`src/rtl/fl_cutter_arbiter.sv`:
```
// Round-robin, frame-granular FrameLink arbiter in front of a shared fl_cutter.
// Optional per-input EOF counters are enabled with FL_CUTTER_ARBITER_STATS_EN.
module fl_cutter_arbiter_lane (
  input  logic src_rdy_n,
  input  logic sof_n,
  input  logic grant,
  input  logic tx_dst_rdy_n,
  output logic req,
  output logic dst_rdy_n
);
  // Only a frame start can win arbitration; mid-frame words wait for their grant.
  assign req       = ~src_rdy_n & ~sof_n;
  assign dst_rdy_n = grant ? tx_dst_rdy_n : 1'b1;
endmodule

module fl_cutter_arbiter #(
  parameter int INPUTS     = 4,
  parameter int DATA_WIDTH = 64,
  parameter int DREM_WIDTH = 3,
  parameter int CHAN_WIDTH = 2
) (
  input  logic                         CLK,
  input  logic                         RESET,
  input  logic [INPUTS*DATA_WIDTH-1:0] RX_DATA,
  input  logic [INPUTS*DREM_WIDTH-1:0] RX_REM,
  input  logic [INPUTS-1:0]            RX_SOF_N,
  input  logic [INPUTS-1:0]            RX_EOF_N,
  input  logic [INPUTS-1:0]            RX_SOP_N,
  input  logic [INPUTS-1:0]            RX_EOP_N,
  input  logic [INPUTS-1:0]            RX_SRC_RDY_N,
  output logic [INPUTS-1:0]            RX_DST_RDY_N,
  output logic [DATA_WIDTH-1:0]        TX_DATA,
  output logic [DREM_WIDTH-1:0]        TX_REM,
  output logic                         TX_SOF_N,
  output logic                         TX_EOF_N,
  output logic                         TX_SOP_N,
  output logic                         TX_EOP_N,
  output logic                         TX_SRC_RDY_N,
  input  logic                         TX_DST_RDY_N,
  output logic [CHAN_WIDTH-1:0]        TX_CHANNEL
`ifdef FL_CUTTER_ARBITER_STATS_EN
  ,
  input  logic                         CNT_CLEAR,
  output logic [INPUTS*32-1:0]         FRAME_CNT
`endif
);

  typedef enum logic {IDLE, LOCKED} state_t;

  state_t                            state, state_nxt;
  logic [CHAN_WIDTH-1:0]             ptr, ptr_nxt, sel, sel_nxt, hit;
  logic                              found, xfer, last;
  logic [INPUTS-1:0]                 req, grant;
  logic [INPUTS-1:0][DATA_WIDTH-1:0] rx_data_a;
  logic [INPUTS-1:0][DREM_WIDTH-1:0] rx_rem_a;

  assign rx_data_a = RX_DATA;
  assign rx_rem_a  = RX_REM;

  for (genvar i = 0; i < INPUTS; i++) begin : g_lane
    assign grant[i] = (state == LOCKED) && (sel == CHAN_WIDTH'(i));
    fl_cutter_arbiter_lane u_lane (
      .src_rdy_n    (RX_SRC_RDY_N[i]),
      .sof_n        (RX_SOF_N[i]),
      .grant        (grant[i]),
      .tx_dst_rdy_n (TX_DST_RDY_N),
      .req          (req[i]),
      .dst_rdy_n    (RX_DST_RDY_N[i])
    );
  end

  // Rotating priority search starting at ptr; the sum never exceeds 2*INPUTS-2.
  always_comb begin
    logic [CHAN_WIDTH:0] sum;
    found = 1'b0;
    hit   = ptr;
    sum   = '0;
    for (int k = 0; k < INPUTS; k++) begin
      sum = {1'b0, ptr} + (CHAN_WIDTH+1)'(k);
      if (sum >= (CHAN_WIDTH+1)'(INPUTS)) sum = sum - (CHAN_WIDTH+1)'(INPUTS);
      if (!found && req[sum[CHAN_WIDTH-1:0]]) begin
        found = 1'b1;
        hit   = sum[CHAN_WIDTH-1:0];
      end
    end
  end

  assign xfer = (state == LOCKED) & ~RX_SRC_RDY_N[sel] & ~TX_DST_RDY_N;
  assign last = ~RX_EOF_N[sel];

  always_comb begin
    state_nxt = state;
    sel_nxt   = sel;
    ptr_nxt   = ptr;
    case (state)
      IDLE: if (found) begin
        sel_nxt   = hit;
        state_nxt = LOCKED;
      end
      LOCKED: if (xfer && last) begin
        state_nxt = IDLE;
        ptr_nxt   = (sel == CHAN_WIDTH'(INPUTS-1)) ? '0 : sel + CHAN_WIDTH'(1);
      end
      default: state_nxt = IDLE;
    endcase
  end

  always_ff @(posedge CLK or posedge RESET) begin
    if (RESET) begin
      state <= IDLE;
      ptr   <= '0;
      sel   <= '0;
    end else begin
      state <= state_nxt;
      ptr   <= ptr_nxt;
      sel   <= sel_nxt;
    end
  end

  // Data path is a pure mux while locked: no added latency toward the cutter.
  always_comb begin
    TX_DATA      = '0;
    TX_REM       = '0;
    TX_SOF_N     = 1'b1;
    TX_EOF_N     = 1'b1;
    TX_SOP_N     = 1'b1;
    TX_EOP_N     = 1'b1;
    TX_SRC_RDY_N = 1'b1;
    TX_CHANNEL   = '0;
    if (state == LOCKED) begin
      TX_DATA      = rx_data_a[sel];
      TX_REM       = rx_rem_a[sel];
      TX_SOF_N     = RX_SOF_N[sel];
      TX_EOF_N     = RX_EOF_N[sel];
      TX_SOP_N     = RX_SOP_N[sel];
      TX_EOP_N     = RX_EOP_N[sel];
      TX_SRC_RDY_N = RX_SRC_RDY_N[sel];
      TX_CHANNEL   = sel;
    end
  end

`ifdef FL_CUTTER_ARBITER_STATS_EN
  logic [INPUTS-1:0][31:0] cnt;

  // Clear wins over a same-cycle EOF so software sees a clean zero.
  always_ff @(posedge CLK or posedge RESET) begin
    if (RESET)               cnt      <= '0;
    else if (CNT_CLEAR)      cnt      <= '0;
    else if (xfer && last)   cnt[sel] <= cnt[sel] + 32'd1;
  end

  assign FRAME_CNT = cnt;
`endif

endmodule

```
`config.mk`:
```
export PLATFORM = sky130hd
export DESIGN_NAME = fl_cutter_arbiter
export DESIGN_NICKNAME = d
export VERILOG_FILES = /design/src/rtl/fl_cutter_arbiter.sv
export SDC_FILE = /design/constraint.sdc
export NUM_CORES = 1
export LEC_CHECK = 0
export ABC_AREA = 1
export BUFFER_PORTS_ARGS = -buffer_cell sky130_fd_sc_hd__buf_2
export CAP_MARGIN = 10
export CORE_AREA = 2 2 145 147
export DETAILED_ROUTE_END_ITERATION = 10
export DIE_AREA = 0 0 147 149
export PLACE_DENSITY = 0.52
export REMOVE_ABC_BUFFERS = 1
export SYNTH_ARGS = -nofsm -noshare
export SYNTH_HDL_FRONTEND = slang
export SYNTH_SLANG_ARGS = --single-unit
export TNS_END_PERCENT = 100
```
`constraint.sdc`:
```
create_clock -name CLK -period 2.2 [get_ports CLK]
set_input_delay 0.55 -clock CLK [delete_from_list [all_inputs] [get_ports CLK]]
set_output_delay 0.55 -clock CLK [all_outputs]
set_load 0.1 [all_outputs]
```
==> results of run 1 <==
-- area by class of cell --
cell class / instances / share of cell area, %
Timing Repair Buffer: 430 / 53.3
Multi-Input combinational cell: 569 / 38.8
Sequential cell: 5 / 1.70
Tap cell: 275 / 4.51
Clock buffer: 4 / 1.03
Inverter: 11 / 0.705
-- metal layers --
| layer | track usage, % | wire [µm] | vias to the layer above |
|---|---|---|---|
| met5 | 0 | 0 | - |
| met4 | 2.40 | 257 | 0 |
| met3 | 2.29 | 1430 | 29 |
| met2 | 29.0 | 10700 | 290 |
| met1 | 18.7 | 8650 | 2635 |
| li1 | - | - | 2870 |
-- through the flow --
stage | instances | utilization [%] | area, µm² | TNS, ns
floorplan | 585 | - | 2710 | -266.74
CTS | 1276 | 33.2 | 6830 | -5.47
global route | 1294 | 37.1 | 7630 | -12.16
finish | 1294 | 37.1 | 7630 | -6.36
detailed placement | 1265 | 31.7 | 6510 | 0
global placement | 1265 | 31.7 | 6510 | 0
-- flip-flops by register name (all words and copies together) (netlist names) --
signal and flops:
state 1, sel 2, ptr 2
-- repair_timing --
action,4_1_cts,5_1_grt
cloned,4,13
resized for setup,44,177
endpoints found under the setup margin,72,74
buffers inserted,3,7
endpoints found under the hold margin,0,0
pin swaps,17,81
hold buffers,0,0
-- synthesized netlist by cell type --
cell type / n
inv_2: 4
o21ai_0: 137
a32o_1: 2
clkbuf_1: 23
nand3_1: 8
ha_1: 4
and2_2: 1
a31oi_2: 1
buf_1: 16
xor2_1: 1
buf_4: 4
nor2_2: 1
inv_1: 7
o21ai_4: 1
buf_2: 16
o31ai_1: 1
xnor2_2: 1
nor2_4: 1
dfrtp_1: 5
nand2_2: 3
nor2_1: 286
nand2_1: 46
a21oi_1: 70
buf_6: 1
nand4_1: 1
o311ai_0: 3
a21oi_2: 1
-- critical path, stage by stage, from the launching register on --
cell	delay (ns)
dfrtp_4	0.52
buf_12	0.17
buf_12	0.14
nor2_1	0.06
nor2_1	0.13
o21ai_0	0.12
a21oi_1	0.25
buf_12	0.21
-- kinds of logic (layout without fill, tap and decap cells) --
family / Yosys count / after routing / share of synthesized area, %
compound gates: 216 / 216 / 37.9
fa+ha+maj: 4 / 4 / 1.68
xor+xnor: 2 / 2 / 0.842
buf+inv: 71 / 445 / 10.4
flops: 5 / 5 / 4.21
simple gates: 347 / 347 / 45.0
-- worst max path at each step --
stage	end	slack, ns	cells after the start
final	TX_DATA[8]	-0.20	7
after global routing	TX_DATA[41]	-0.24	8
after CTS	TX_DATA[41]	-0.18	7
after detailed placement	TX_DATA[31]	0.05	8
after global placement	TX_DATA[31]	0.03	8
after floorplan	TX_EOP_N	-5.03	3
==> reports/summary.txt, run 1 <==
clock transition at the registers of the reported paths: 0.03 ns
pin count of the biggest net entering global routing: 48
CTS HTree Levels: 1
reg2reg setup slack: 0.47 ns
synthesized flop and latch total: 5
Final #Nets: 1315
Top Ports: 369
Reg area: 130 µm²
layout cells sized above 1: 53.5%
Syn Std Cell Area: 2970 µm²
footprint of the multi-input gates: 2960 µm²
Inserted Clock Buffers: 3
Worst setup startpoint: sel[0]$_DFFE_PP0P_
Synth area leader: nor2_1
dpl ws: 0.0463 ns
R2R Path End: ptr[0]$_DFFE_PP0P_
skew final: 0.00227 ns
via count: 5824
Peak Freq: 416 MHz
RR Startpoint: sel[0]$_DFFE_PP0P_
Pins Over Slew Limit: 0
Routed Antenna Nets: 0
P&R area growth vs syn: 157%
relative slew slack: 71.5%
most frequent cells in the layout: 290 x buf_2, 245 x nor2_1, 87 x buf_12
Min-Delay Path Class: primary input to asynchronous set/reset pin
Final Worst Setup Slack: -0.201 ns
CTS Root Cell: clkbuf_16
CP max FO: 7
Die Ht: 149 µm
RSZ-0062 raised after global routing: true
Final HPWL DP: 14.2 mm
total track usage: 15.3%
status: finished, violations left
post-synth top area share: 36.1%
crit end category: output pin
TritonCTS clock tree: built
first-pass GRT wire length: 27.6 mm
GPL Wtd Cong: 0.870
CP Launch Type: register
post-synthesis instance total: 645
final wirelength: 21.0 mm
Avg WL per Cell: 16.2 µm
Die Wd: 147 µm
failing checks: negative setup slack
initial core utilization: 14.5%
Crit path required time: 1.65 ns
DRT Pass-1 Iters: 5
CP Data Arrival Time: 1.85 ns
CP Class: register to output pin
core region area: 20600 µm²
worst skew pair latency: 0.23 ns
Antenna diodes: 0
Worst-Margin Slew: 0.428 ns
DRC Markers: 0
initial antenna violation count: 0
IO buf count: 368
total die area: 21900 µm²
Final Hold Vio Count: 0
Synth warnings: 0
GRT Residual Overflow: 0
R2R cell count: 6
final setup fails: 72
number of global-route vias before repair: 5302
clock buffer depth: 2
sequential area share after synthesis: 4.21%
Synth cell types: 27
Max Cap Violations: 0
initial drt markers: 290
Filler Cell Count: 2204
FP Rows: 53
Mean Syn Cell Area: 4.61 µm²
commonest non-fill, non-tap cell in the layout: buf_2
min cycle time layout: 2.40 ns
ranking of synthesized cells by area: nor2_1 36%, o21ai_0 23%, a21oi_1 12%
worst hold slack: 0.214 ns
Vias/cell: 4.50
Tcrit/Tclk final: 109%
CTS sink count: 5
Power of run 1 is left out: the tool's default activity adds up to more than one toggle a clock period on the data nets, which glitch-free logic cannot reach.
==> run 2: changes to the inputs <==
Settings changed: ABC_AREA 1 to unset, CORE_AREA 2 2 145 147 to 2 2 142 144, DIE_AREA 0 0 147 149 to 0 0 144 146, PLACE_DENSITY 0.52 to 0.51.
==> run 2 against run 1 <==
  * The flow still finishes with violations (negative setup slack)
  * Sequential cell count is the same
  * Final area is 15% lower
  * Setup slack lost 0.041 ns
  * Via count shrank 38%
  * Count of clock-buffer cells in the layout unchanged
  * Clock skew is essentially flat
  * Sequential share of layout area rose by 0.37 points
  * Critical path depth fell by 1
  * First-iteration DRC count is 63% lower
  * Synthesized area decreased by 13%
  * Critical endpoint is now TX_DATA[36]
  * Largest cell class unchanged
==> reports/summary.txt, run 2 <==
clock buffer depth: 2 (unchanged)
DRT Pass-1 Iters: 4 (was 5)
FP Rows: 51 (was 53)
Routed Antenna Nets: 0 (unchanged)
skew final: 0.00208 ns (was 0.00227 ns)
post-layout util: 33.4% (was 37.1%)
TritonCTS clock tree: built (unchanged)
DRC Markers: 0 (unchanged)
Vias/cell: 4.23 (was 4.50)
number of global-route vias before repair: 3848 (was 5302)
core region area: 19300 µm² (was 20600 µm²)
footprint of the multi-input gates: 2500 µm² (was 2960 µm²)
post-synthesis instance total: 216 (was 645)
Synth Area in Adders: 1.93% (was 1.68%)
Final HPWL DP: 13.0 mm (was 14.2 mm)
via count: 3639 (was 5824)
initial drt markers: 106 (was 290)
count of hold buffers inserted by post-cts repair: 0 (unchanged)
multiplexer share of the synthesized area: 63.9% (was 0%)
most frequent cell after synthesis: mux4_2 (was nor2_1)
Final Worst Setup Slack: -0.242 ns (was -0.201 ns)
xor and xnor area share after synthesis: 0% (was 0.842%)
final wirelength: 16.0 mm (was 21.0 mm)
worst hold slack: 0.215 ns (was 0.214 ns)
crit end category: output pin (unchanged)
Max Cap Violations: 0 (unchanged)
GPL Wtd Cong: 0.811 (was 0.870)
Mean Syn Cell Area: 12.0 µm² (was 4.61 µm²)
CTS HTree Levels: 1 (unchanged)
Crit path required time: 1.65 ns (about the same)
reg2reg setup slack: -0.07 ns (was 0.47 ns)
RR Startpoint: sel[0]$_DFFE_PP0P_ (unchanged)
synthesized flop and latch total: 5 (unchanged)
ys flop type: dfrtp_1 (unchanged)
pin count of the biggest net entering global routing: 39 (was 48)
IO buf count: 368 (unchanged)
CTS Root Cell: clkbuf_16 (unchanged)
Avg WL per Cell: 18.5 µm (was 16.2 µm)
min cycle time layout: 2.44 ns (was 2.40 ns)
failing checks: negative setup slack (unchanged)
clock transition at the registers of the reported paths: 0.03 ns (about the same)
CTS sink count: 5 (unchanged)
first-pass GRT wire length: 21.8 mm (was 27.6 mm)
compound-gate portion of the synthesized area: 2.12% (was 37.9%)
Top Ports: 369 (unchanged)
post-synth top area share: 62.5% (was 36.1%)
post-place instance area: 5410 µm² (was 6510 µm²)
Worst setup startpoint: sel[0]$_DFFE_PP0P_ (unchanged)
CP Cell Sequence: buf_12, buf_8, buf_6, mux4_2, and2_4, buf_12 (was buf_12, buf_12, nor2_1, nor2_1, o21ai_0, a21oi_1, buf_12)
CP Class: register to output pin (unchanged)
Inserted Clock Buffers: 3 (unchanged)
worst skew pair latency: 0.23 ns (about the same)
Crit-path slowest cell: dfrtp_4 (unchanged)
Die Ht: 146 µm (was 149 µm)
design area: 6460 µm² (was 7630 µm²)
Synth warnings: 0 (unchanged)
relative slew slack: 75.7% (was 71.5%)
CP most frequent cell: buf_12 (unchanged)
most frequent cells in the layout: 290 x buf_2, 74 x buf_12, 72 x mux4_2 (was 290 x buf_2, 245 x nor2_1, 87 x buf_12)
CP bufs+invs: 4 (was 3)
GRT Residual Overflow: 0 (unchanged)
CP Launch Type: register (unchanged)
Synth cell types: 25 (was 27)
Peak Freq: 409 MHz (was 416 MHz)
status: finished, violations left (unchanged)
simple-gate share of the synthesized area: 21.4% (was 44.9%)
Pins Over Slew Limit: 0 (unchanged)
final setup fails: 75 (was 72)
Reg area: 134 µm² (was 130 µm²)
R2R Path End: ptr[1]$_DFFE_PP0P_ (was ptr[0]$_DFFE_PP0P_)
initial antenna violation count: 4 (was 0)
Post-synth EDFFs: 0 (unchanged)
Worst-Margin Slew: 0.364 ns (was 0.428 ns)
layout cells sized above 1: 91.6% (was 53.5%)
Synth area leader: mux4_2 (was nor2_1)
R2R cell count: 7 (was 6)
top flop regs: ptr: 2 flops, sel: 2 flops, state: 1 flops (unchanged)
total die area: 21000 µm² (was 21900 µm²)
initial core utilization: 13.4% (was 14.5%)
Min-Delay Path Class: primary input to asynchronous set/reset pin (unchanged)
Die Wd: 144 µm (was 147 µm)
sequential area share after synthesis: 4.83% (was 4.21%)
family with the most delay on the worst path: buffers and inverters (was flip-flops)
critical path depth: 6 (was 7)
Final Hold Vio Count: 0 (unchanged)
Syn Std Cell Area: 2590 µm² (was 2970 µm²)
ranking of synthesized cells by area: mux4_2 63%, and2_1 16%, dfrtp_1 4.8% (was nor2_1 36%, o21ai_0 23%, a21oi_1 12%)
total track usage: 13.7% (was 15.3%)
top cells by count, synth: 72 x mux4_2, 67 x and2_1, 14 x clkbuf_1, 8 x buf_2 (was 286 x nor2_1, 137 x o21ai_0, 70 x a21oi_1, 46 x nand2_1, 23 x clkbuf_1)
Filler Cell Count: 1980 (was 2204)
dpl ws: -0.123 ns (was 0.0463 ns)
commonest non-fill, non-tap cell in the layout: buf_2 (unchanged)
Final #Nets: 890 (was 1315)
Critical Path Max Stage Delay: 0.52 ns (about the same)
Tcrit/Tclk final: 111% (was 109%)
ys async rst share: 100% (unchanged)
P&R area growth vs syn: 149% (was 157%)
CP Data Arrival Time: 1.89 ns (was 1.85 ns)
CP max FO: 6 (was 7)
largest family of logic cells by synthesized area: multiplexers (was simple AND/OR/NAND/NOR gates)
RSZ-0062 raised after global routing: true (unchanged)
-- run 2: changes by cell type after synthesis, moves of 9 or more --
| cell | delta |
|---|---|
| nand2_1 | -42 |
| o21ai_0 | -135 |
| clkbuf_1 | -9 |
| nor2_1 | -279 |
| and2_1 | +67 |
| a21oi_1 | -69 |
| mux4_2 | +72 |
| buf_1 | -15 |
-- run 2: metal layers --
metal | vias to the layer above | wire length, µm | track usage, %
met3 | 18 | 1330 | 3.03
met5 | - | 42 | 0
met1 | 1776 | 6070 | 15.8
met4 | 6 | 215 | 2.89
met2 | 216 | 8300 | 25.6
li1 | 1623 | - | -
-- run 2: worst reg2reg max path, cell delays in order, from the launching register on --
cell	delay, ns
dfrtp_4	0.47
buf_12	0.16
buf_4	0.14
mux4_2	0.52
buf_4	0.15
buf_4	0.13
nor4_4	0.22
mux2_2	0.37
-- run 2: what timing repair did --
action / in CTS / in global routing
gates resized for setup: 140 / 74
cloned: 2 / 3
setup endpoints to repair: 72 / 77
buffers inserted: 5 / 8
pin swaps: 1 / 1
-- run 2: metrics by stage --
step	TNS [ns]	cells
floorplan	-203.81	188
global placement	-3.08	838
detailed placement	-3.61	838
CTS	-16.00	849
global route	-18.76	859
finish	-14.32	861
-- run 2: worst max-delay path by stage --
stage / end / slack, ns
CTS: TX_DATA[36] / -0.28
detailed placement: TX_SRC_RDY_N / -0.12
floorplan: TX_CHANNEL[0] / -3.01
global route: TX_DATA[36] / -0.30
global placement: TX_SRC_RDY_N / -0.12
finish: TX_DATA[36] / -0.24
-- run 2: cells by family after synthesis --
group | count (synthesis)
adder cells (fa/ha/maj) | 4
flip-flops | 5
AO/OA/AOI/OAI | 8
multiplexers | 75
buffers and inverters | 32
AND/OR/NAND/NOR | 92
-- run 2: area by class of cell --
type	count	area share, %
Timing Repair Buffer	402	52.5
Sequential cell	5	2.07
Multi-Input combinational cell	179	38.8
Antenna cell	2	0.0775
Tap cell	265	5.13
Clock buffer	4	1.22
Inverter	4	0.232
Power of run 2 is left out for the same reason.
==> run 3: changes to the inputs <==
Settings changed: SLEW_MARGIN set to 20, TNS_END_PERCENT 100 to 20.
==> run 3 against run 2 <==
  * The run still ends with negative setup slack left
  * First-iteration DRC count rose by 3.8%
  * Register-to-register slack barely moved
  * Critical path type unchanged
  * Critical endpoint unchanged
  * Final area fell by 5.1%
==> reports/summary.txt, run 3 (synthesis results as in run 2) <==
RR Startpoint: sel[0]$_DFFE_PP0P_ (unchanged)
CP Class: register to output pin (unchanged)
GPL Wtd Cong: 0.811 (unchanged)
Avg WL per Cell: 18.2 µm (was 18.5 µm)
Routed Antenna Nets: 0 (unchanged)
Min-Delay Path Class: primary input to asynchronous set/reset pin (unchanged)
failing checks: negative setup slack (unchanged)
final wirelength: 15.6 mm (was 16.0 mm)
Final HPWL DP: 13.0 mm (unchanged)
R2R Path End: ptr[1]$_DFFE_PP0P_ (unchanged)
non-filler cells, final: 856 (was 861)
Pins Over Slew Limit: 0 (unchanged)
Max Cap Violations: 0 (unchanged)
Tcrit/Tclk final: 111% (about the same)
GRT Residual Overflow: 0 (unchanged)
CTS sink count: 5 (unchanged)
clock buffer depth: 2 (unchanged)
via count: 3580 (was 3639)
most frequent cells in the layout: 290 x buf_2, 72 x mux4_2, 50 x buf_12 (was 290 x buf_2, 74 x buf_12, 72 x mux4_2)
final setup fails: 75 (unchanged)
CP Data Arrival Time: 1.90 ns (was 1.89 ns)
skew final: 0.00235 ns (was 0.00208 ns)
CP Launch Type: register (unchanged)
Die Ht: 146 µm (unchanged)
worst skew pair latency: 0.23 ns (about the same)
DRC Markers: 0 (unchanged)
commonest non-fill, non-tap cell in the layout: buf_2 (unchanged)
number of global-route vias before repair: 3839 (was 3848)
Die Wd: 144 µm (unchanged)
DRT Pass-1 Iters: 4 (unchanged)
TritonCTS clock tree: built (unchanged)
layout cells sized above 1: 87.6% (was 91.6%)
total track usage: 13.6% (was 13.7%)
design area: 6130 µm² (was 6460 µm²)
RSZ-0062 raised after global routing: true (unchanged)
relative slew slack: 76.4% (was 75.7%)
Final Hold Vio Count: 0 (unchanged)
post-place instance area: 5410 µm² (unchanged)
Final Worst Setup Slack: -0.247 ns (was -0.242 ns)
CTS HTree Levels: 1 (unchanged)
Worst Setup EP: TX_DATA[36] (unchanged)
core region area: 19300 µm² (unchanged)
IO buf count: 368 (unchanged)
Final #Nets: 885 (was 890)
Crit path required time: 1.65 ns (about the same)
min cycle time layout: 2.45 ns (was 2.44 ns)
reg2reg setup slack: -0.08 ns (was -0.07 ns)
top flop regs: ptr: 2 flops, sel: 2 flops, state: 1 flops (unchanged)
initial antenna violation count: 4 (unchanged)
worst hold slack: 0.213 ns (was 0.215 ns)
CTS Root Cell: clkbuf_16 (unchanged)
Peak Freq: 409 MHz (about the same)
total die area: 21000 µm² (unchanged)
R2R cell count: 7 (unchanged)
first-pass GRT wire length: 21.7 mm (was 21.8 mm)
post-layout util: 31.7% (was 33.4%)
Vias/cell: 4.18 (was 4.23)
CP max FO: 6 (unchanged)
P&R area growth vs syn: 136% (was 149%)
clock transition at the registers of the reported paths: 0.03 ns (about the same)
pin count of the biggest net entering global routing: 39 (unchanged)
Worst setup startpoint: sel[0]$_DFFE_PP0P_ (unchanged)
initial drt markers: 110 (was 106)
Inserted Clock Buffers: 3 (unchanged)
Top Ports: 369 (unchanged)
Post-Place Cells: 838 (unchanged)
crit end category: output pin (unchanged)
Worst-Margin Slew: 0.353 ns (was 0.364 ns)
Filler Cell Count: 2027 (was 1980)
FP Rows: 51 (unchanged)
initial core utilization: 13.4% (unchanged)
status: finished, violations left (unchanged)
## run 3: per-stage QoR
step           worst slack, ns  setup TNS, ns
6_report                -0.247         -13.95
5_1_grt                 -0.307         -18.71
4_1_cts                 -0.282         -15.99
3_5_place_dp            -0.123          -3.61
3_3_place_gp            -0.125          -3.08
2_1_floorplan            -3.01        -203.81
## run 3: timing repair
item                                    CTS  global route
resized for setup                       125            20
pin swaps                                 1             1
buffers inserted                          4             5
hold buffers                              0             0
cloned                                    2             2
endpoints found under the setup margin   72            77
## run 3: routing by layer
layer / vias to the layer above / part of all wire [%] / track usage, %
met5: - / 0.25 / 0
met4: 6 / 1.5 / 2.84
met3: 20 / 8.2 / 2.83
met2: 221 / 51 / 25.5
met1: 1720 / 39 / 15.8
li1: 1613 / - / -
## run 3: final cells by class
type	count	area [µm²]	area share, %
Tap cell	265	332	5.41
Timing Repair Buffer	397	3120	50.9
Inverter	4	15.0	0.245
Sequential cell	5	134	2.19
Antenna cell	2	5.00	0.0817
Multi-Input combinational cell	179	2440	39.8
Clock buffer	4	78.8	1.29
## run 3: worst max-delay path, stage by stage (launching register included)
cell and delay, ns:
dfrtp_4 0.52, buf_12 0.17, buf_8 0.12, buf_6 0.11
mux4_2 0.40, and2_4 0.18, buf_12 0.16
## run 3: how the worst min path moves through the flow
stage | endpoint | slack (ns) | depth (start not counted)
after global placement | ptr[1]$_DFFE_PP0P_ | 0.47 | 2
after CTS | ptr[1]$_DFFE_PP0P_ | 0.22 | 2
after detailed placement | ptr[1]$_DFFE_PP0P_ | 0.46 | 2
final | ptr[1]$_DFFE_PP0P_ | 0.21 | 2
after global routing | ptr[0]$_DFFE_PP0P_ | 0.25 | 2
after floorplan | ptr[0]$_DFFE_PP0P_ | 0.33 | 1
Power of run 3 is left out for the same reason.
